===== src/rtl/uart_rx_oversample.sv =====
// uart_rx_oversample: 8N1 oversampling UART receiver, LSB first.
// A two-flop chain synchronizes rxd.  A local divider makes the OVERSAMPLE x
// baud tick, and the tick phase restarts on every start edge.  The FSM picks
// the mid-bit sample points and checks the stop bit.
// Optional build macro UART_RX_MAJORITY_EN: each sample point takes three
// samples, on the ticks at the nominal index -1, 0 and +1.  The bit value is
// the 2-of-3 majority, and the decision is made on the +1 tick.
module uart_rx_oversample #(
  parameter int CLK_FREQ   = 50_000_000,
  parameter int BAUD       = 9600,
  parameter int OVERSAMPLE = 16
) (
  input  logic       clk,
  input  logic       rst,
  input  logic       rxd,
  output logic [7:0] data_out,
  output logic       data_valid,
  output logic       frame_err,
  output logic       busy
);

  localparam int DIV   = CLK_FREQ / (BAUD * OVERSAMPLE);
  localparam int DIV_W = (DIV > 1) ? $clog2(DIV) : 1;
  localparam int S_W   = $clog2(OVERSAMPLE);

  localparam logic [DIV_W-1:0] DIV_LAST = DIV_W'(DIV - 1);
  localparam logic [S_W-1:0]   S_LAST   = S_W'(OVERSAMPLE - 1);

`ifdef UART_RX_MAJORITY_EN
  // The decision moves one tick past each nominal point.  Entering DATA with
  // s_cnt=1 keeps the later sample points on the original bit grid.
  localparam logic [S_W-1:0] START_IDX  = S_W'(OVERSAMPLE / 2);
  localparam logic [S_W-1:0] BIT_IDX    = S_W'(0);
  localparam logic [S_W-1:0] DATA_ENTRY = S_W'(1);
`else
  localparam logic [S_W-1:0] START_IDX  = S_W'(OVERSAMPLE / 2 - 1);
  localparam logic [S_W-1:0] BIT_IDX    = S_W'(OVERSAMPLE - 1);
  localparam logic [S_W-1:0] DATA_ENTRY = S_W'(0);
`endif

  localparam logic [2:0] IDLE      = 3'd0;
  localparam logic [2:0] START     = 3'd1;
  localparam logic [2:0] DATA      = 3'd2;
  localparam logic [2:0] STOP      = 3'd3;
  localparam logic [2:0] WAIT_HIGH = 3'd4;

  logic             sync1_q;
  logic             rx_s_q;
  logic [2:0]       state_q, state_d;
  logic [DIV_W-1:0] div_cnt_q, div_cnt_d;
  logic [S_W-1:0]   s_cnt_q, s_cnt_d;
  logic [2:0]       b_cnt_q, b_cnt_d;
  logic [7:0]       shift_q, shift_d;
  logic [7:0]       data_out_q, data_out_d;
  logic             data_valid_q, data_valid_d;
  logic             frame_err_q, frame_err_d;
  logic             busy_q, busy_d;
  logic             tick_s;
  logic             sample_s;

`ifdef UART_RX_MAJORITY_EN
  logic [1:0]       hist_q, hist_d;

  // 2-of-3 majority vote
  function automatic logic maj3(input logic a, input logic b, input logic c);
    maj3 = (a & b) | (a & c) | (b & c);
  endfunction

  // The history holds the samples from the two previous ticks: [1] = -1, [0] = nominal
  always_comb begin
    hist_d   = hist_q;
    sample_s = maj3(hist_q[1], hist_q[0], rx_s_q);
    if (tick_s) begin
      hist_d = {hist_q[0], rx_s_q};
    end else begin
      hist_d = hist_q;
    end
  end

  // Sample history register
  always_ff @(posedge clk) begin
    if (rst) begin
      hist_q <= 2'b11;
    end else begin
      hist_q <= hist_d;
    end
  end
`else
  // Single sample at the nominal index
  always_comb begin
    sample_s = rx_s_q;
  end
`endif

  // Two-flop synchronizer for the asynchronous serial line; idles high
  always_ff @(posedge clk) begin
    if (rst) begin
      sync1_q <= 1'b1;
      rx_s_q  <= 1'b1;
    end else begin
      sync1_q <= rxd;
      rx_s_q  <= sync1_q;
    end
  end

  // Baud tick: the divider is held at zero in IDLE so the tick phase follows the start edge
  always_comb begin
    tick_s = (state_q != IDLE) && (div_cnt_q == DIV_LAST);
    if (state_q == IDLE) begin
      div_cnt_d = {DIV_W{1'b0}};
    end else if (tick_s) begin
      div_cnt_d = {DIV_W{1'b0}};
    end else begin
      div_cnt_d = div_cnt_q + DIV_W'(1);
    end
  end

  // Receive FSM: finds the mid-bit sample points, shifts in the data and checks the stop bit
  always_comb begin
    state_d      = state_q;
    b_cnt_d      = b_cnt_q;
    shift_d      = shift_q;
    data_out_d   = data_out_q;
    data_valid_d = 1'b0;
    frame_err_d  = 1'b0;
    if (tick_s) begin
      s_cnt_d = (s_cnt_q == S_LAST) ? {S_W{1'b0}} : (s_cnt_q + S_W'(1));
    end else begin
      s_cnt_d = s_cnt_q;
    end

    case (state_q)
      IDLE: begin
        s_cnt_d = {S_W{1'b0}};
        b_cnt_d = 3'd0;
        if (!rx_s_q) begin
          state_d = START;
        end else begin
          state_d = IDLE;
        end
      end
      START: begin
        if (tick_s && (s_cnt_q == START_IDX)) begin
          if (!sample_s) begin
            state_d = DATA;
            s_cnt_d = DATA_ENTRY;
            b_cnt_d = 3'd0;
          end else begin
            // Start bit did not hold until mid-bit: treat it as a glitch
            state_d = IDLE;
          end
        end else begin
          state_d = START;
        end
      end
      DATA: begin
        if (tick_s && (s_cnt_q == BIT_IDX)) begin
          shift_d = {sample_s, shift_q[7:1]};
          if (b_cnt_q == 3'd7) begin
            state_d = STOP;
            b_cnt_d = 3'd0;
          end else begin
            b_cnt_d = b_cnt_q + 3'd1;
          end
        end else begin
          state_d = DATA;
        end
      end
      STOP: begin
        if (tick_s && (s_cnt_q == BIT_IDX)) begin
          if (sample_s) begin
            data_out_d   = shift_q;
            data_valid_d = 1'b1;
            state_d      = IDLE;
          end else begin
            frame_err_d = 1'b1;
            state_d     = WAIT_HIGH;
          end
        end else begin
          state_d = STOP;
        end
      end
      WAIT_HIGH: begin
        // A break (line held low) must not retrigger reception
        if (rx_s_q) begin
          state_d = IDLE;
        end else begin
          state_d = WAIT_HIGH;
        end
      end
      default: begin
        state_d = IDLE;
      end
    endcase

    busy_d = (state_d != IDLE);
  end

  // State, counters and registered outputs
  always_ff @(posedge clk) begin
    if (rst) begin
      state_q      <= IDLE;
      div_cnt_q    <= {DIV_W{1'b0}};
      s_cnt_q      <= {S_W{1'b0}};
      b_cnt_q      <= 3'd0;
      shift_q      <= 8'h00;
      data_out_q   <= 8'h00;
      data_valid_q <= 1'b0;
      frame_err_q  <= 1'b0;
      busy_q       <= 1'b0;
    end else begin
      state_q      <= state_d;
      div_cnt_q    <= div_cnt_d;
      s_cnt_q      <= s_cnt_d;
      b_cnt_q      <= b_cnt_d;
      shift_q      <= shift_d;
      data_out_q   <= data_out_d;
      data_valid_q <= data_valid_d;
      frame_err_q  <= frame_err_d;
      busy_q       <= busy_d;
    end
  end

  assign data_out   = data_out_q;
  assign data_valid = data_valid_q;
  assign frame_err  = frame_err_q;
  assign busy       = busy_q;

endmodule


===== config.mk =====
export PLATFORM = sky130hd
export DESIGN_NAME = uart_rx_oversample
export DESIGN_NICKNAME = d
export VERILOG_FILES = /design/src/rtl/uart_rx_oversample.sv
export SDC_FILE = /design/constraint.sdc
export NUM_CORES = 1
export LEC_CHECK = 0
export BUFFER_PORTS_ARGS = -buffer_cell sky130_fd_sc_hd__buf_2
export CAP_MARGIN = 20
export CELL_PAD_IN_SITES_DETAIL_PLACEMENT = 1
export CELL_PAD_IN_SITES_GLOBAL_PLACEMENT = 1
export CORE_MARGIN = 10
export CORE_UTILIZATION = 44
export DETAILED_ROUTE_END_ITERATION = 8
export PLACE_DENSITY = 0.82
export SLEW_MARGIN = 0
export SYNTH_ARGS = -nofsm -noshare
export SYNTH_HDL_FRONTEND = slang
export SYNTH_SLANG_ARGS = --single-unit

===== constraint.sdc =====
create_clock -name clk -period 2.2 [get_ports clk]
set_clock_uncertainty 0.05 [all_clocks]
set_input_delay 0.11 -clock clk [delete_from_list [all_inputs] [get_ports clk]]
set_output_delay 0.11 -clock clk [all_outputs]
set_load 0.01 [all_outputs]

== Yosys cells after proc, flatten, opt, wreduce, memory -nomap -nowiden ==
Index checks and enable logic that the tools add are counted.
Word-level totals
  logic and storage cells: 59
  input bits: 3
  bits in registers: 40
Operators by class
  equal/unequal tests: 11
  muxes and demuxes: 20
  reductions and logical operators: 12
  add/subtract/negate cells: 3
  bitwise logic cells: 2
Operators by type and width (count)
  $mux 3: 9
  $mux 4: 4
  $pmux 3 s5: 1
  $add 9x1->9 const B: 1
  $eq 9x9->1 const B: 1
  $pmux 3 s3: 1
  $reduce_bool 3->1: 3
  $pmux 4 s2: 1
  $eq 3x2->1 const B: 2
  $eq 3x3->1 const B: 2
  $ne 2x2->1 const B: 3
  $reduce_or 3->1: 2
  $add 4x1->4 const B: 1
  $eq 4x3->1 const B: 1
  $eq 4x4->1 const B: 1
  $reduce_and 4->1: 1
  $add 3x1->3 const B: 1
  $eq 3x1->1 const B: 1
  $logic_and 1x1->1: 3
  $logic_not 3->1: 1
  $mux 1: 3
  $reduce_and 3->1: 1
  $mux 2: 1
  $not 1->1: 2
  $reduce_and 2->1: 1

== Longest topological paths before layout ==
Gate-level depths: netlist of run 1.
  word-level depth: 6
  gate-level depth with buffers: 8
  mapped depth without buffers: 6

== Worst setup path after synthesis of run 1 ==
OpenSTA, ideal clock, no wires.
  path type: register to register
  start: register s_cnt_q[3]
  end: register data_out_q[0], in the netlist data_out[0]
  data required time: 2.018 ns
  path buffers: 2
  path slack: 0.156 ns
  setup time: 0.132 ns
  arrival: 1.862 ns
  stages on the path, launching flop included: 7
  clock period less this slack: 2.044 ns
  cell sequence: dfxtp_1 -> clkdlybuf4s50_2 -> nand4b_1 -> or4_4 -> buf_6 -> o21ai_0 -> a21oi_1
Between the ends
  longest elaborated chain between the ends: 3
Ends and longest elaborated chain
  start: declaration: line 51  | logic [S_W-1:0] s_cnt_q, s_cnt_d;
  start signal: assignment: line 204  | s_cnt_q <= {S_W{1'b0}};
  start signal: assignment: line 214  | s_cnt_q <= s_cnt_d;
  $eq 4x4->1: line 170  | if (tick_s && (s_cnt_q == BIT_IDX)) begin
  $logic_and 1x1->1: line 170
  $reduce_and 3->1 (no source line)
  end signal: assignment: line 217  | data_out_q <= data_out_d;
  end: declaration: line 54  | logic [7:0] data_out_q, data_out_d;
Every way passes these cells.
A chain may end at the register's enable or synchronous reset.

== Worst setup path after layout of run 1 ==
  start: register div_cnt_q[3]
  end: register busy_q, in the netlist busy
Between the ends
  longest elaborated chain between the ends: 6
Ends and longest elaborated chain
  start: declaration: line 50  | logic [DIV_W-1:0] div_cnt_q, div_cnt_d;
  start signal: assignment: line 203  | div_cnt_q <= {DIV_W{1'b0}};
  start signal: assignment: line 213  | div_cnt_q <= div_cnt_d;
  $eq 9x9->1 (*): line 108  | tick_s = (state_q != IDLE) && (div_cnt_q == DIV_LAST);
  $logic_and 1x1->1 (*): line 108
  $logic_and 1x1->1 (on tied branches): line 157, 170, 143
  $mux 3 (on tied branches): line 170, 143, 157
  $pmux 3 s5 (*): line 132  | case (state_q)
  $reduce_bool 3->1 (*): line 196  | busy_d = (state_d != IDLE);
  end signal: assignment: line 220  | busy_q <= busy_d;
  end: declaration: line 57  | logic busy_q, busy_d;
Mark *: on every way between the ends. The rest lies on a longest branch, timed or not.

==> reports/summary.log, run 1 <==
qor: min_path.timing.hold.worst.class primary input to flop
qor: setup_path.worstRegToRegCells 4
qor: synth.post_synth.cell_area_avg 8.897 um^2
qor: synth.post_synth_instance_area 0.001762 mm^2
qor: min_path.worstHoldPathCells 2
qor: run.cap_violations 0
qor: min_path.worst_hold_path.endpoint shift_q[3]
qor: clocking.number_of_buffers_inserted_during_clock_tree_synthesis 5
qor: global_route.pin_count_of_the_biggest_net_entering_global_routing 25
qor: die.chipWidth 83.28 um
qor: power.p_total 1247 uW
qor: min_path.hold_start rst
qor: clocking.clock_insertion_delay_worst_skew 0.30 ns
qor: power.power_density 639.0 mW/mm^2
qor: power.p_comb_share 2.5%
qor: setup_path.worst_path_largest_cell_delay 0.62 ns
qor: setup_path.timing.reg2reg.setup_slack 0.13 ns
qor: synth.synth_edf_count 0
qor: setup_path.crit_path_top_delay_cell sky130_fd_sc_hd__or4_4
qor: synth.ys_async_sr_fraction 0%
qor: setup_path.worstSetupPathType flop to flop
qor: clocking.clock_tree.root_cell sky130_fd_sc_hd__clkbuf_8
qor: synth.mappedNetlistNets 206
qor: die.fp-row-count 22
qor: power.clock_power_share 38.7%
qor: synth.yosysUniqueCellTypes 44
qor: route.final_antenna_net_count 0
qor: power.vdd.ir_drop.worst 0.4005 mV
qor: die.core_region_area 0.003771 mm^2
qor: clocking.cts_max_level 2
qor: route.route.final.wire_length 4039 um
qor: synth.ys_seq_area_share 45.45%
qor: global_route.grt_antenna_before_repair 0
qor: setup_path.worst-path-buf-inv 0
qor: die.start_util 46.72%
qor: cells_and_area.flow.area_growth_from_synthesis 10.80%
qor: placement.finalWeightedCongestion 0.8048
qor: clocking.clk_transition_reported_paths 0.08 ns
qor: setup_path.r2r_start div_cnt_q[3]
qor: route.routed_via_density 5.612
qor: synth.ys_seq_elements 40
qor: power.internal_power 959.8 uW
qor: die.die_height 83.28 um
qor: setup_path.timing.critical_path.arrival 2.26 ns
qor: global_route.global_route.overflow_total 0
qor: route.detail_route.drc_violations 0
qor: route.drt_pre_antenna_iters 4
qor: die.fp.dieArea 0.006935 mm^2
qor: sta.setup_repair_after_global_routing_missed_its_margin false
qor: clocking.tritoncts_clock_tree built
qor: global_route.groute.usage.overall 11.82%
qor: cells_and_area.finalNetCount 222
qor: power.p_sw_share 23.04%
qor: global_route.grt_pass1_vias 1,470
qor: route.routedWlPerCell 15.36 um
qor: clocking.ctsLongestPathBuffers 2
qor: sta.period_needed 2.069 ns
qor: setup_path.worst-path-max-fanout 11
qor: power.power_share_of_the_sequential_group 58.8%
qor: placement.io_buffer_count 13
qor: cells_and_area.post_route_cells_drive_above_1_share 18.14%
qor: setup_path.cell_breakdown_of_the_critical_path or4b_4 -> or4_4 -> a211oi_2 -> or3_1
qor: global_route.grt_pass1_wl 7010 um
qor: sta.relSlewSlack 67.81%
qor: sta.finalSetupViolations 0
qor: route.via_count 1,476
qor: sta.max_freq 483.2 MHz
qor: setup_path.worstSetupStartpointType flop
qor: power.p_leak 0.0007305 uW
qor: status.outcome finished, final reports clean
qor: setup_path.timing.rr.end busy
qor: cells_and_area.antenna-diode-count 0
qor: synth.synth-main-ff-cell sky130_fd_sc_hd__dfxtp_1
qor: route.drt_first_iter_violations 62
qor: clocking.cts_num_sinks 40
qor: sta.tightestPinTransition 0.4793 ns
qor: clocking.post_cts.repair.setup_buffers 0
qor: sta.slew_violations 0
qor: sta.final_number_of_hold_violating_endpoints 0
qor: setup_path.cp_data_required_time 2.40 ns
qor: synth.netlist_instances 198
qor: sta.post-route-period-util 94.07%
qor: setup_path.path_delay_family simple AND/OR/NAND/NOR gates
qor: die.io_pins 14
qor: setup_path.worst_setup_path_end_kind flop
qor: synth.yosysWarningCount 0
qor: power.total_switching_power 287.4 uW
qor: sta.timing.setup.tns 0 ns
qor: cells_and_area.fillers 446
qor: placement.detailed_place_hpwl 2943 um
timing repair:
| action | CTS | global route |
|---|---|---|
| endpoints found under the hold margin | 1 | 0 |
| gates resized for setup | 0 | 1 |
| endpoints found under the setup margin | 0 | 4 |
| hold buffers | 1 | 0 |
layout make-up:
cell class                      count  area [um^2]  share of cell area, %
Multi-Input combinational cell    142        860.8                  44.10
Sequential cell                    40        800.8                  41.03
Timing Repair Buffer               21        127.6                  6.538
Clock buffer                        5        68.82                  3.526
Tap cell                           48        60.06                  3.077
Clock inverter                      3        18.77                 0.9615
Inverter                            4        15.01                 0.7692
flip-flops by register name (all words and copies together) (netlist names):
name	count
b_cnt_q	3
busy	1
data_out	8
data_valid	1
div_cnt_q	9
frame_err	1
rx_s_q	1
s_cnt_q	4
shift_q	8
state_q	3
sync1_q	1
logic make-up after synthesis:
logic type	Yosys count	share of synthesized area (%)
and+or+nand+nor	90	27.91
DFF	40	45.45
AOI/OAI and AO/OA	37	12.15
buffers and inverters	16	5.895
xor gates and xnor gates	9	4.474
adders and majority gates	5	3.551
muxes	1	0.5682
power groups by stage:
| stage | Combinational [uW] | Sequential, uW | Clock [uW] |
|---|---|---|---|
| floorplan | 21.6 | 747 | 0 |
| global placement | 28.6 | 750 | 0 |
| detailed placement | 30.7 | 750 | 0 |
| CTS | 32.3 | 733 | 489 |
| global route | 36.3 | 734 | 533 |
| finish | 31.8 | 733 | 482 |
synthesized netlist by cell type, drive strengths merged (2+ instances only):
master	number	area (um^2)
dfxtp	40	800.8
nand2	27	101.4
a21oi	18	90.09
nor2	16	60.06
nand3	14	70.07
o21ai	11	55.05
nand4	7	43.79
clkbuf	6	26.28
ha	5	62.56
nor3	5	25.02
xnor2	5	43.79
buf	4	41.29
inv	4	15.01
xor2	4	35.03
and4b	3	31.28
or2	3	18.77
a31oi	2	12.51
nand4b	2	17.52
nor2b	2	12.51
or3	2	13.77
how the worst max path moves through the flow:
stage / startpoint / to / slack, ns / cells after the start
floorplan: s_cnt_q[3] / data_out[0] / 0.16 / 6
global placement: div_cnt_q[3] / busy / 0.17 / 4
CTS: div_cnt_q[3] / busy / 0.05 / 4
finish: div_cnt_q[3] / busy / 0.13 / 4
global route: div_cnt_q[3] / busy / 0.06 / 4
detailed placement: div_cnt_q[3] / data_out[5] / 0.07 / 4
layer usage:
| metal | vias to the layer above | global-route usage, % | part of all wire, % |
|---|---|---|---|
| met4 | 0 | 3.692 | 1.6 |
| met1 | 718 | 13.95 | 45 |
| li1 | 729 | - | - |
| met3 | 9 | 4.102 | 3.9 |
| met5 | - | 0 | 0 |
| met2 | 20 | 19.48 | 49 |
placed cells by master, fill, tap and decap left out, types with 2 or more instances in the layout:
| cell type | synthesis | routed |
|---|---|---|
| sky130_fd_sc_hd__inv_1 | 4 | 4 |
| sky130_fd_sc_hd__o21ai_0 | 10 | 10 |
| sky130_fd_sc_hd__dfxtp_1 | 40 | 40 |
| sky130_fd_sc_hd__nor2_1 | 16 | 16 |
| sky130_fd_sc_hd__clkbuf_8 | 0 | 5 |
| sky130_fd_sc_hd__or2_2 | 3 | 3 |
| sky130_fd_sc_hd__ha_1 | 5 | 5 |
| sky130_fd_sc_hd__a21oi_1 | 18 | 18 |
| sky130_fd_sc_hd__clkinv_2 | 0 | 2 |
| sky130_fd_sc_hd__and4b_1 | 2 | 2 |
| sky130_fd_sc_hd__a31oi_1 | 2 | 2 |
| sky130_fd_sc_hd__nor2b_1 | 2 | 2 |
| sky130_fd_sc_hd__nand3_1 | 14 | 14 |
| sky130_fd_sc_hd__nand4_1 | 7 | 7 |
| sky130_fd_sc_hd__buf_2 | 2 | 13 |
| sky130_fd_sc_hd__nor3_1 | 5 | 5 |
| sky130_fd_sc_hd__xor2_1 | 4 | 4 |
| sky130_fd_sc_hd__buf_4 | 0 | 7 |
| sky130_fd_sc_hd__nand2_1 | 27 | 27 |
| sky130_fd_sc_hd__xnor2_1 | 5 | 5 |
| sky130_fd_sc_hd__nand4b_1 | 2 | 2 |
metrics by stage:
stage          instance area (um^2)  hold slack, ns  instances  setup slack, ns  util [%]
4_1_cts                        1948          0.1932        263          0.04977     51.66
3_5_place_dp                   1851          0.2592        254          0.07247     49.07
2_1_floorplan                  1762          0.1284        198           0.1562         -
5_1_grt                        1952          0.2244        263          0.05503     51.76
6_report                       1952          0.1924        263           0.1305     51.76
3_3_place_gp                   1851          0.2526        254           0.1717     49.07
Power figures use the tool's default switching activity.
==> run 2, diff against run 1 <==
--- a/config.mk
+++ b/config.mk
@@ -12,6 +12,7 @@
 export CORE_MARGIN = 10
 export CORE_UTILIZATION = 44
 export DETAILED_ROUTE_END_ITERATION = 8
+export GPL_TIMING_DRIVEN = 0
 export PLACE_DENSITY = 0.82
 export SLEW_MARGIN = 0
 export SYNTH_ARGS = -nofsm -noshare
==> reports/summary.log, run 2 (synthesis gave the netlist of run 1 again) <==
qor: cells_and_area.most_common_cell_after_layout_fill_and_taps_aside sky130_fd_sc_hd__dfxtp_1
qor: cells_and_area.finalNetCount 230
qor: setup_path.worst_setup_path_end_kind flop
qor: clocking.tritoncts_clock_tree built
qor: clocking.cts_num_sinks 40
qor: sta.final_number_of_hold_violating_endpoints 0
qor: route.drt_first_iter_violations 92
qor: die.core_region_area 0.003771 mm^2
qor: clocking.clk_transition_reported_paths 0.08 ns
qor: sta.timing.setup.tns 0 ns
qor: die.io_pins 14
qor: setup_path.worst-path-max-fanout 10
qor: global_route.grt_pass1_vias 1,594
qor: placement.detailed_place_hpwl 3308 um
qor: sta.relSlewSlack 51.15%
qor: clocking.clock_tree.root_cell sky130_fd_sc_hd__clkbuf_8
qor: clocking.number_of_buffers_inserted_during_clock_tree_synthesis 5
qor: cells_and_area.largest_register div_cnt_q
qor: run.cap_violations 0
qor: setup_path.worstSetupStartpointType flop
qor: placement.finalWeightedCongestion 0.8334
qor: cells_and_area.layout.cells.most_common_list 37 x sky130_fd_sc_hd__dfxtp_1, 27 x sky130_fd_sc_hd__nand2_1, 18 x sky130_fd_sc_hd__a21oi_1
qor: route.detail_route.drc_violations 0
qor: global_route.global_route.overflow_total 0
qor: power.power_density 666.7 mW/mm^2
qor: route.routedWlPerCell 17.20 um
qor: cells_and_area.multi_input_area 874.6 um^2
qor: die.chipWidth 83.28 um
qor: status.outcome finished, final reports clean
qor: clocking.cts_max_level 2
qor: clocking.clock_insertion_delay_worst_skew 0.30 ns
qor: die.start_util 46.72%
qor: setup_path.r2r_start div_cnt_q[3]
qor: cells_and_area.antenna-diode-count 0
qor: setup_path.worstRegToRegCells 6
qor: min_path.timing.hold.worst.class primary input to flop
qor: route.drt_pre_antenna_iters 4
qor: global_route.grt_antenna_before_repair 0
qor: sta.slew_violations 0
qor: sta.setup_repair_after_global_routing_missed_its_margin true
qor: power.vdd.ir_drop.worst 0.3795 mV
qor: route.routed_via_density 5.657
qor: route.final_antenna_net_count 0
qor: route.via_count 1,533
qor: cells_and_area.number_of_flip_flops_under_the_largest_register_name 9
qor: power.p_leak 0.0007633 uW
qor: sta.post-route-period-util 98.94%
qor: setup_path.timing.critical_path.arrival 2.30 ns
qor: min_path.worstHoldPathCells 2
qor: cells_and_area.fillers 445
qor: setup_path.worstSetupPathType flop to flop
qor: cells_and_area.ff_latch_area 804.5 um^2
qor: setup_path.cp_data_required_time 2.33 ns
qor: cells_and_area.flow.area_growth_from_synthesis 16.48%
qor: die.fp-row-count 22
qor: sta.period_needed 2.177 ns
qor: die.die_height 83.28 um
qor: min_path.hold_start rst
qor: power.p_total 1368 uW
qor: global_route.pin_count_of_the_biggest_net_entering_global_routing 14
qor: cells_and_area.final_cell_area 0.002052 mm^2
qor: die.fp.dieArea 0.006935 mm^2
qor: sta.tightestPinTransition 0.7308 ns
qor: global_route.groute.usage.overall 13.37%
qor: sta.max_freq 459.4 MHz
qor: route.route.final.wire_length 4660 um
qor: placement.post_dp_cell_area 0.001887 mm^2
qor: sta.finalSetupViolations 0
qor: placement.io_buffer_count 13
qor: cells_and_area.post_route_cells_drive_above_1_share 21.52%
qor: setup_path.critPathLaunch div_cnt_q[3]
qor: clocking.ctsLongestPathBuffers 2
qor: global_route.grt_pass1_wl 7776 um
==> run 2: cell types whose count changed in the layout (fill, tap and decap cells not counted), moves of 2 or more <==
cell,previous run,this run
sky130_fd_sc_hd__dfxtp_2,0,3
sky130_fd_sc_hd__o21ai_0,10,2
sky130_fd_sc_hd__clkbuf_1,0,4
sky130_fd_sc_hd__o21ai_1,1,6
sky130_fd_sc_hd__buf_4,7,5
sky130_fd_sc_hd__dfxtp_1,40,37
sky130_fd_sc_hd__o21ai_2,0,3
==> run 2: critical path: stages, from the launching register on <==
cell and delay [ns]:
sky130_fd_sc_hd__dfxtp_2 0.35, sky130_fd_sc_hd__or4b_1 0.51, sky130_fd_sc_hd__buf_4 0.18, sky130_fd_sc_hd__or4_4 0.54, sky130_fd_sc_hd__buf_6 0.17, sky130_fd_sc_hd__o21ai_1 0.16, sky130_fd_sc_hd__a21oi_1 0.09
==> run 2: worst paths after layout <==
| check | end | slack (ns) |
|---|---|---|
| min | state_q[2] | 0.03 |
| max | data_out[5] | 0.02 |
| min reg2reg | rx_s_q | 0.39 |
| max reg2reg | data_out[5] | 0.02 |
==> run 2: power by group <==
| group | total [uW] | switching [uW] | internal, uW |
|---|---|---|---|
| Combinational | 37.6 | 25.8 | 11.9 |
| Clock | 600 | 264 | 336 |
| Sequential | 731 | 2.90 | 728 |
==> run 2: area by class of cell <==
cell class | instances | area share (%)
plain buffers | 11 | 3.963
clock buffers | 5 | 3.354
clock inverters | 3 | 2.073
inverters | 4 | 0.7317
multi-input cells | 142 | 42.62
flip-flops and latches | 40 | 39.21
well taps | 48 | 2.927
repair buffers | 18 | 5.122
==> run 2: through the flow <==
stage / hold slack (ns) / cells / util (%) / worst slack (ns)
floorplan: 0.1284 / 198 / - / 0.1562
global placement: 0.2451 / 259 / 50.03 / -0.1260
detailed placement: 0.2505 / 259 / 50.03 / -0.2385
CTS: 0.02797 / 269 / 53.68 / 0.002473
global route: 0.02404 / 271 / 54.41 / -0.05029
finish: 0.02705 / 271 / 54.41 / 0.02329
==> run 2: repair_timing <==
action | 4_1_cts | 5_1_grt
endpoints found under the setup margin | 24 | 17
hold buffers | 1 | 0
pin swaps | 1 | 1
setup buffers | 1 | 3
endpoints found under the hold margin | 1 | 0
resized for setup | 8 | 11
==> run 2: per-layer routing <==
layer	part of all wire, %	global-route usage, %	vias to the layer above
li1	-	-	744
met1	42	15.12	737
met2	50	21.79	35
met3	5.1	4.785	17
met4	3.3	6.308	0
met5	0	0	-
==> run 3, diff against run 2 <==
--- a/config.mk
+++ b/config.mk
@@ -13,7 +13,7 @@
 export CORE_UTILIZATION = 44
 export DETAILED_ROUTE_END_ITERATION = 8
 export GPL_TIMING_DRIVEN = 0
-export PLACE_DENSITY = 0.82
+export PLACE_DENSITY_LB_ADDON = 0.3
 export SLEW_MARGIN = 0
 export SYNTH_ARGS = -nofsm -noshare
 export SYNTH_HDL_FRONTEND = slang
==> reports/summary.log, run 3 (synthesis gave the netlist of run 1 again) <==
qor: status.outcome finished, final reports clean
qor: cells_and_area.largest_register div_cnt_q
qor: global_route.grt_pass1_vias 1,621
qor: setup_path.r2r_start div_cnt_q[3]
qor: sta.finalSetupViolations 0
qor: die.core_region_area 0.003771 mm^2
qor: sta.holdWs 0.04693 ns
qor: sta.max_freq 464.1 MHz
qor: cells_and_area.postLayoutCoreUtil 53.65%
qor: setup_path.worst_setup_path_end_kind flop
qor: sta.post-route-period-util 97.95%
qor: global_route.global_route.overflow_total 0
qor: clocking.number_of_buffers_inserted_during_clock_tree_synthesis 5
qor: cells_and_area.multi_input_area 870.8 um^2
qor: sta.period_needed 2.155 ns
qor: sta.slew_violations 0
qor: setup_path.crit_path_frequent_cell sky130_fd_sc_hd__buf_6
qor: power.power_share_of_the_sequential_group 59.0%
qor: route.final_antenna_net_count 0
qor: clocking.tritoncts_clock_tree built
qor: die.fp.dieArea 0.006935 mm^2
qor: clocking.cts_max_level 2
qor: setup_path.endpoint data_out[6]
qor: setup_path.worst_path_largest_cell_delay 0.53 ns
qor: route.drt_pre_antenna_iters 4
qor: power.p_sw_share 22.90%
qor: sta.setup_repair_after_global_routing_missed_its_margin false
qor: setup_path.worstSetupPathType flop to flop
qor: cells_and_area.fillers 467
qor: power.p_comb_share 3.0%
qor: route.routedWlPerCell 16.97 um
qor: setup_path.critPathLaunch div_cnt_q[3]
qor: clocking.clock_tree.root_cell sky130_fd_sc_hd__clkbuf_8
qor: cells_and_area.layout.cells.most_common_list 38 x sky130_fd_sc_hd__dfxtp_1, 27 x sky130_fd_sc_hd__nand2_1, 18 x sky130_fd_sc_hd__a21oi_1
qor: setup_path.crit_path_top_delay_cell sky130_fd_sc_hd__or4b_4
qor: power.p_total 1236 uW
qor: die.start_util 46.72%
qor: placement.finalWeightedCongestion 0.8591
qor: clocking.ctsLongestPathBuffers 2
qor: sta.final_number_of_hold_violating_endpoints 0
qor: clocking.clk_transition_reported_paths 0.08 ns
qor: setup_path.worst-path-buf-inv 2
qor: cells_and_area.ff_latch_area 805.8 um^2
qor: die.fp-row-count 22
qor: global_route.met2_usage 21.58%
qor: setup_path.cp_data_required_time 2.32 ns
qor: power.internal_power 953.1 uW
qor: power.clock_power_share 38.0%
qor: global_route.pin_count_of_the_biggest_net_entering_global_routing 13
qor: global_route.groute.layer.met1.usage 15.31%
qor: cells_and_area.flow.area_growth_from_synthesis 14.84%
qor: power.p_leak 0.0007529 uW
qor: clocking.cts_num_sinks 40
qor: power.total_switching_power 283.0 uW
qor: route.drt_first_iter_violations 102
qor: placement.post_dp_cell_area 0.001887 mm^2
qor: cells_and_area.finalNetCount 230
qor: setup_path.timing.reg2reg.setup_slack 0.05 ns
qor: setup_path.critical_path_depth 6
qor: sta.relSlewSlack 51.40%
qor: cells_and_area.number_of_flip_flops_under_the_largest_register_name 9
qor: cells_and_area.final_cell_area 0.002023 mm^2
qor: die.io_pins 14
qor: power.power_density 611.0 mW/mm^2
qor: setup_path.path_delay_family simple AND/OR/NAND/NOR gates
qor: global_route.gr_peak_layer met2
qor: setup_path.worst-path-max-fanout 10
qor: clocking.clock_insertion_delay_worst_skew 0.30 ns
qor: setup_path.timing.rr.end data_out[6]
qor: global_route.grt_pass1_wl 7693 um
qor: cells_and_area.post_route_cells_drive_above_1_share 20.27%
qor: die.die_height 83.28 um
qor: global_route.groute.usage.overall 13.20%
qor: route.routed_via_density 5.633
qor: route.detail_route.drc_violations 0
qor: global_route.grt_antenna_before_repair 0
qor: run.cap_violations 0
qor: cells_and_area.most_common_cell_after_layout_fill_and_taps_aside sky130_fd_sc_hd__dfxtp_1
qor: global_route.grtUsageMet3 3.711%
qor: placement.io_buffer_count 13
qor: setup_path.timing.critical_path.arrival 2.28 ns
qor: route.route.final.wire_length 4583 um
qor: setup_path.cell_breakdown_of_the_critical_path or4b_4 -> buf_6 -> or4_4 -> buf_6 -> o21ai_0 -> a21oi_1
qor: power.vdd.ir_drop.worst 0.3422 mV
qor: route.via_count 1,521
qor: placement.detailed_place_hpwl 3248 um
qor: sta.timing.setup.tns 0 ns
qor: cells_and_area.antenna-diode-count 0
qor: die.chipWidth 83.28 um
qor: setup_path.worstSetupStartpointType flop
qor: sta.tightestPinTransition 0.7271 ns
qor: setup_path.worstRegToRegCells 6
qor: min_path.timing.hold.worst.class primary input to flop
## run 3: changes by cell type in the layout (fill, tap and decap cells not counted), sizes merged
cell,delta
bufinv,-1
## run 3: metrics by stage
stage | instances | worst slack, ns
after detailed placement | 259 | -0.2560
final | 270 | 0.04517
after global routing | 270 | 0.0007787
after floorplan | 198 | 0.1562
after CTS | 268 | 0.01892
after global placement | 259 | -0.1076
## run 3: cell type report
| cell class | instances | share of cell area, % |
|---|---|---|
| sequential | 40 | 39.83 |
| buffer | 11 | 4.205 |
| clock inverter | 2 | 0.6184 |
| inverter | 4 | 0.7421 |
| clock buffer | 5 | 3.401 |
| multi-input combinational | 142 | 43.04 |
| timing repair buffer | 18 | 5.195 |
| tap | 48 | 2.968 |
## run 3: timing repair
action                                  4_1_cts  5_1_grt
endpoints found under the setup margin       21       18
pin swaps                                     1        1
gates resized for setup                       1       17
hold endpoints to repair                      1        0
buffers inserted                              1        3
hold buffers                                  1        0
## run 3: how the worst min path moves through the flow
stage / from / endpoint / depth (start not counted)
4_1_cts: rst / state_q[2] / 2
3_3_place_gp: rxd / sync1_q / 2
5_1_grt: rst / state_q[2] / 2
6_report: rst / state_q[2] / 2
2_1_floorplan: rst / state_q[2] / 1
3_5_place_dp: rxd / sync1_q / 2
## run 3: power groups by stage
stage / registers, uW / logic, uW / clock network [uW]
floorplan: 747 / 21.6 / 0
global placement: 747 / 32.4 / 0
detailed placement: 748 / 34.7 / 0
CTS: 731 / 36.1 / 485
global route: 730 / 41.5 / 520
finish: 729 / 37.2 / 470
## run 3: routing by layer
metal  vias to the layer above  wire, um
li1                        742         -
met2                        23      2321
met5                         -         0
met1                       744      1978
met3                        12       135
met4                         0       147
